--- config.mk ---
export PLATFORM = sky130hd
export DESIGN_NAME = div_iter
export DESIGN_NICKNAME = d
export VERILOG_FILES = /design/src/rtl/div_iter.sv
export SDC_FILE = /design/constraint.sdc
export NUM_CORES = 1
export LEC_CHECK = 0
export CAP_MARGIN = 5
export CORE_MARGIN = 2
export CORE_UTILIZATION = 30
export DETAILED_ROUTE_END_ITERATION = 10
export PLACE_DENSITY = 0.48
export SLEW_MARGIN = 20
export SYNTH_ARGS = -nofsm -noshare
export SYNTH_HDL_FRONTEND = slang
export SYNTH_SLANG_ARGS = --single-unit
--- constraint.sdc ---
create_clock -name clk -period 13.9 [get_ports clk]
set_input_delay 2.085 -clock clk [delete_from_list [all_inputs] [get_ports clk]]
set_output_delay 2.085 -clock clk [all_outputs]
set_load 0.02 [all_outputs]
--- src/rtl/div_iter.sv ---
// div_iter: iterative radix-2 restoring divider for DIV/DIVU.
// One quotient bit per clock, MSB first; result is {remainder, quotient}
// so the upper half feeds HI and the lower half feeds LO.
//
// Ports:
//   clk           rising-edge clock
//   rst           asynchronous reset, active-high
//   annul_i       (only with DIV_ANNUL_EN) flush request, priority over start_i
//   start_i       request level, held until ready_o is seen
//   signed_div_i  1 = two's-complement DIV, 0 = DIVU (sampled at start)
//   opdata1_i     dividend (sampled at start)
//   opdata2_i     divisor  (sampled at start)
//   result_o      {remainder, quotient}, valid while ready_o = 1
//   ready_o       result valid
//   busy_o        unit is not idle
//
// Optional feature macro: DIV_ANNUL_EN adds the annul_i flush input.

module div_iter #(
    parameter int unsigned DATA_W = 32,
    parameter int unsigned CNT_W  = $clog2(DATA_W + 1)
) (
    input  logic                  clk,
    input  logic                  rst,
`ifdef DIV_ANNUL_EN
    input  logic                  annul_i,
`endif
    input  logic                  start_i,
    input  logic                  signed_div_i,
    input  logic [DATA_W-1:0]     opdata1_i,
    input  logic [DATA_W-1:0]     opdata2_i,
    output logic [2*DATA_W-1:0]   result_o,
    output logic                  ready_o,
    output logic                  busy_o
);

    typedef enum logic [1:0] {
        ST_FREE   = 2'd0,
        ST_BYZERO = 2'd1,
        ST_ON     = 2'd2,
        ST_END    = 2'd3
    } state_t;

    state_t              state;
    logic [CNT_W-1:0]    cnt;
    logic [DATA_W-1:0]   rem;       // partial remainder
    logic [DATA_W-1:0]   dvd;       // dividend magnitude, shifts into quotient
    logic [DATA_W-1:0]   dvs;       // divisor magnitude
    logic                neg_q;
    logic                neg_r;

    logic                annul;
    logic [DATA_W-1:0]   mag1;
    logic [DATA_W-1:0]   mag2;
    logic [DATA_W:0]     shifted_rem;
    logic [DATA_W:0]     diff;
    logic [DATA_W-1:0]   q_final;
    logic [DATA_W-1:0]   r_final;

`ifdef DIV_ANNUL_EN
    assign annul = annul_i;
`else
    assign annul = 1'b0;
`endif

    // Operand magnitudes; the most-negative value maps onto itself, which
    // is the correct unsigned magnitude.
    always_comb begin
        mag1 = opdata1_i;
        mag2 = opdata2_i;
        if (signed_div_i && opdata1_i[DATA_W-1]) mag1 = -opdata1_i;
        if (signed_div_i && opdata2_i[DATA_W-1]) mag2 = -opdata2_i;
    end

    // One restoring step: shift in the next dividend bit, trial-subtract.
    // The extra bit keeps DIVU correct when the divisor has its MSB set.
    always_comb begin
        shifted_rem = {rem, dvd[DATA_W-1]};
        diff        = shifted_rem - {1'b0, dvs};
    end

    // Sign correction: quotient sign is the XOR of operand signs, remainder
    // follows the dividend; both truncate toward zero.
    always_comb begin
        q_final = neg_q ? -dvd : dvd;
        r_final = neg_r ? -rem : rem;
    end

    always_ff @(posedge clk or posedge rst) begin
        if (rst) begin
            state    <= ST_FREE;
            cnt      <= '0;
            rem      <= '0;
            dvd      <= '0;
            dvs      <= '0;
            neg_q    <= 1'b0;
            neg_r    <= 1'b0;
            result_o <= '0;
            ready_o  <= 1'b0;
            busy_o   <= 1'b0;
        end else begin
            case (state)
                ST_FREE: begin
                    if (start_i && !annul) begin
                        dvd    <= mag1;
                        dvs    <= mag2;
                        rem    <= '0;
                        cnt    <= '0;
                        neg_q  <= signed_div_i & (opdata1_i[DATA_W-1] ^ opdata2_i[DATA_W-1]);
                        neg_r  <= signed_div_i & opdata1_i[DATA_W-1];
                        busy_o <= 1'b1;
                        state  <= (opdata2_i == '0) ? ST_BYZERO : ST_ON;
                    end
                end

                ST_BYZERO: begin
                    if (annul) begin
                        cnt    <= '0;
                        busy_o <= 1'b0;
                        state  <= ST_FREE;
                    end else begin
                        result_o <= '0;
                        ready_o  <= 1'b1;
                        state    <= ST_END;
                    end
                end

                ST_ON: begin
                    if (annul) begin
                        cnt      <= '0;
                        result_o <= '0;
                        ready_o  <= 1'b0;
                        busy_o   <= 1'b0;
                        state    <= ST_FREE;
                    end else if (cnt == CNT_W'(DATA_W)) begin
                        result_o <= {r_final, q_final};
                        ready_o  <= 1'b1;
                        state    <= ST_END;
                    end else begin
                        // Negative trial result (top bit set) means restore.
                        if (!diff[DATA_W]) rem <= diff[DATA_W-1:0];
                        else               rem <= shifted_rem[DATA_W-1:0];
                        dvd <= {dvd[DATA_W-2:0], ~diff[DATA_W]};
                        cnt <= cnt + CNT_W'(1);
                    end
                end

                ST_END: begin
                    // No auto-restart: the request must drop before the next one.
                    if (annul || !start_i) begin
                        result_o <= '0;
                        ready_o  <= 1'b0;
                        busy_o   <= 1'b0;
                        state    <= ST_FREE;
                    end
                end

                default: begin
                    result_o <= '0;
                    ready_o  <= 1'b0;
                    busy_o   <= 1'b0;
                    state    <= ST_FREE;
                end
            endcase
        end
    end

endmodule

# == Word level (Yosys, flattened, before mapping) ==
# Cells that the tools add are included.
# totals
register_bits,172
input_bits,68
latch_bits,0
mem_bits_ro,0
mem_count,0
mem_bits_rw,0
# classes
n_mux,27
bitwise_logic,5
shift,0
div_mod_pow,0
magnitude_cmp,0
n_mul,0
n_eq_ne,8
n_addsub,6
n_reduce_logical,12
# ops
cell,n
2-to-1 mux 32 bit,9
case mux 64 bit (3 select lines),1
2-to-1 mux 64 bit,2
negator 32 bit,4
case mux 32 bit (2 select lines),2
subtractor 33 x 32 -> 33 bit,1
logical NOT 32 bit,1
2-to-1 mux 6 bit,2
case mux 6 bit (2 select lines),1
AND reduction 3 bit,4
2-to-1 mux 2 bit,4
"inequality test 2 bit, second input constant",4
case mux 2 bit (4 select lines),1
"adder 6 x 1 -> 6 bit, second input constant",1
"== test 6 bit, second input constant",1
"== test 2 bit, second input constant",2
2-to-1 mux 1 bit,3
case mux 1 bit (3 select lines),1
nonzero test 3 bit,1
AND 1 bit,2
"== test 2 x 1 -> 1 bit, second input constant",1
logical AND 1 bit,2
logical NOT 2 bit,1
NOT 1 bit,2
5 further kinds,5

# == Depth between registers and ports, before layout ==
# logic_depth
word_depth,4
ltp_mapped,14
ltp_nobuf,12

# == Least setup slack after synthesis ==
# No wires, ideal clock.
# synth_timing
path_type,input -> register
from,input port opdata1_i[8]
to,register dvd[27]
path_stages,8
t_arrival_ns,4.139
setup_slack_ns,9.627
path_cell_list,or4_1 -> or3_1 -> or4_1 -> nand2b_1 -> nor2_1 -> a21oi_1 -> xnor2_1 -> o21ai_0
# synth_via
elab_chain_len,4
# synth_rtl
element,line,text
start: declaration,30,"input logic [DATA_W-1:0] opdata1_i,"
negator 32 bit,71,if (signed_div_i && opdata1_i[DATA_W-1]) mag1 = -opdata1_i;
2-to-1 mux 32 bit,71,
2-to-1 mux 32 bit,104,if (start_i && !annul) begin
case mux 32 bit (2 select lines),102,case (state)
end signal: assignment,105,dvd <= mag1;
end signal: assignment,143,"dvd <= {dvd[DATA_W-2:0], ~diff[DATA_W]};"
end: declaration,47,logic [DATA_W-1:0] dvd;
# Every way passes these cells. The select of a mux whose other input is x is not followed.
# A chain may end at the register's enable or synchronous reset.

# == Worst setup path in the final report ==
# layout_timing
from,input port opdata1_i[6]
to,register dvd[29]
# Same word-level chain as after synthesis.

==> impl_results.md <==
- Outcome: finished, final reports clean
- Drt pass-1 iters: 5
- Num CTS Buffers: 17
- Fmax: 217.2 MHz
- Clock Skew: 0.01473 ns
- R2R Setup Slk: 9.91 ns
- Setup Fix Bufs, Post-CTS: 0
- H-tree levels: 4
- Required @ worst endpoint: 14.19 ns
- Commonest non-fill, non-tap cell in the layout: o21ai_0
- Min-delay worst type: reg2reg
- Core Rows: 70
- Fin. max-slew vios: 0
- Vias: 9488
- Total wire length: approximately 31000 µm
- Detailed-placement wirelength estimate: approximately 24000 µm
- Mapped Area: 11170 µm²
- Synthesis-stage register bit count: 172
- Max_slew headroom: 0.3252
- Via density: 5.020
- Met2 WL: 12940 µm
- Clock root buffer: clkbuf_16
- Detailed-route wire length per cell: 16.67 µm
- Total grt overflow: 0
- Starting DRC count in detailed routing: about 530
- Critical Path Source Type: input port
- Final nets: 1519
- VDD IR max: 0.1190 mV
- Worst-Skew Late Latency: roughly 0.44 ns
- Sequential cell area fraction in the yosys report: 0.3853
- First-pass GRT wire length: 50450 µm
- Post_cts resized: 0
- Asr flop ratio synth: 1.000
- Synth cell types: 61
- Gr usage total: 0.1642
- Post-Route Setup TNS: 0 ns
- Die X: 197.0 µm
- Hold slack: 0.4771 ns
- Reg clk slew, reported paths: 0.07 ns
- Clock buffer depth: 2
- Leak: between 5 and 6 nW
- Crit Path Class: in2reg
- Final min period: ~4.6 ns
- Synth warn: 0
- Share of layout cells above drive strength 1: 0.04363
- Placed Instances: 1857
- Largest net degree at the start of global routing: around 100
- Met1 Wirelength: 17230 µm
- Remaining antenna violation count: 0
- Non-filler cells, final: 1890
- Routability cong.: 0.8446
- Post-synth EDFFs: 0
- Mapped Cells: 1312
- PwrDens: around 240 nW/µm²
- Initial antenna violation count: 1
- CTS Hold Buffers Added: 0
- Top_reg_cell synth: dfrtp_1
- Sequential cell area: between 4000 and 5000 µm²
- Layout area overhead: 20.95%
- RSZ-0062 raised after global routing: false
- Initial Utilization: 0.3051
- Max-Cap Viols: 0
- Period Utilization, post-route: 0.3312
- Clock sink count: 172
- Mapped Nets: 1423
- Die Y: 197.0 µm
- Crit. End Element: register
- Final setup fails: 0
- CP Max Fanout: 5
- Final Hold Viols: 0
- Filler cells: 3761
- Vias in the first global route: a little under 9000
- CTS tree: yes
- Syn avg cell area: 8.514 µm²
- Port Buffers: 133
- Highest metal used: met4
- Critical path arrival: 4.89 ns
- Most frequent cells in the layout: o21ai_0, nand2_1, dfrtp_1
- Worst Max-Slew Pin Slew: 1.012 ns
- Die Footprint: 38800 µm²
- Core area: ~37000 µm²
- Multi-input logic area: about 6400 µm²
- Met3 WL post-DR: around 910 µm
- Io pins: 134
- DRC Markers: 0
==> power by group <==
group          internal [W]  leakage [nW]  switching (W)
logic              0.000800          3.08        0.00112
clock network      0.000240         0.282       0.000236
registers          0.000686          2.25       0.000229
==> registers in the layout, indices dropped and copies added, names as in the netlist <==
register and cells:
result_o 64, dvd 32, dvs 32, rem 32, cnt 6, state 2, busy_o 1, neg_q 1
neg_r 1, ready_o 1
==> cell families after synthesis <==
logic type,synth area share
AOI/OAI and AO/OA,0.2176
xor gates and xnor gates,0.1121
adders and majority gates,0.04883
buffers and inverters,0.04357
DFF,0.3853
muxes,0.02688
and+or+nand+nor,0.1657
==> stage by stage <==
| step | util | setup WS (ns) | power (W) | instance area (µm²) |
|---|---|---|---|---|
| final | 0.3690 | 9.296 | 0.003307 | 13510 |
| after global routing | 0.3690 | 9.113 | 0.003612 | 13510 |
| after CTS | 0.3689 | 9.347 | 0.003332 | 13500 |
| after detailed placement | 0.3532 | 8.873 | 0.002844 | 12930 |
| after global placement | 0.3532 | 8.879 | 0.002823 | 12930 |
| after floorplan | - | 7.155 | 0.002291 | 11170 |
==> critical path, cell delays in order <==
cell and delay, ns:
clkdlybuf4s50_1 0.48, or4_1 0.53, or3_1 0.38, or4_1 0.46, nand2b_1 0.27, nor2_1 0.32, a21oi_1 0.13, xnor2_1 0.15
o21ai_0 0.08
==> final timing paths <==
kind | from | to | cells past startpoint
max | opdata1_i[6] | dvd[29]$_DFFE_PP0P_ | 9
min | dvs[3]$_DFFE_PP0P_ | dvs[3]$_DFFE_PP0P_ | 2
max reg2reg | dvd[31]$_DFFE_PP0P_ | rem[14]$_DFFE_PP0P_ | 13
min reg2reg | dvs[3]$_DFFE_PP0P_ | dvs[3]$_DFFE_PP0P_ | 2
max in group asynchronous | rst | rem[30]$_DFFE_PP0P_ | 3
min in group asynchronous | rst | result_o[41]$_DFFE_PP0P_ | 2
==> routing by layer <==
metal | up-vias | GRT usage
met4 | 0 | 0.04066
met1 | 4487 | 0.2604
li1 | 4832 | -
met3 | 23 | 0.02190
met2 | 146 | 0.2309
met5 | - | 0
==> cell usage after synthesis (all sizes together), types with 12 or more instances <==
cell type,number,area [µm²]
clkbuf,55,206.5
a21oi,65,325.3
ha,42,525.5
xnor2,66,578.1
o21ai,214,1071
dfrtp,172,4304
mux2i,30,300.3
or3,19,123.9
a22oi,25,187.7
inv,59,221.5
xor2,77,674.4
o41ai,13,113.9
nand2b,22,145.1
nor3,15,75.07
nand2,202,758.2
nor2,46,172.7
nand3,25,125.1
o31ai,26,219.0
or4,12,93.84
==> layout make-up <==
class                   count  share of cell area
multi-input cells        1016              0.4750
flip-flops and latches    172              0.3186
repair buffers            142              0.1038
well taps                 468             0.04334
clock buffers              17             0.03149
inverters                  59             0.01676
clock inverters            15             0.01084
diodes                      1           0.0001852
(Power assumes the default switching activity.)
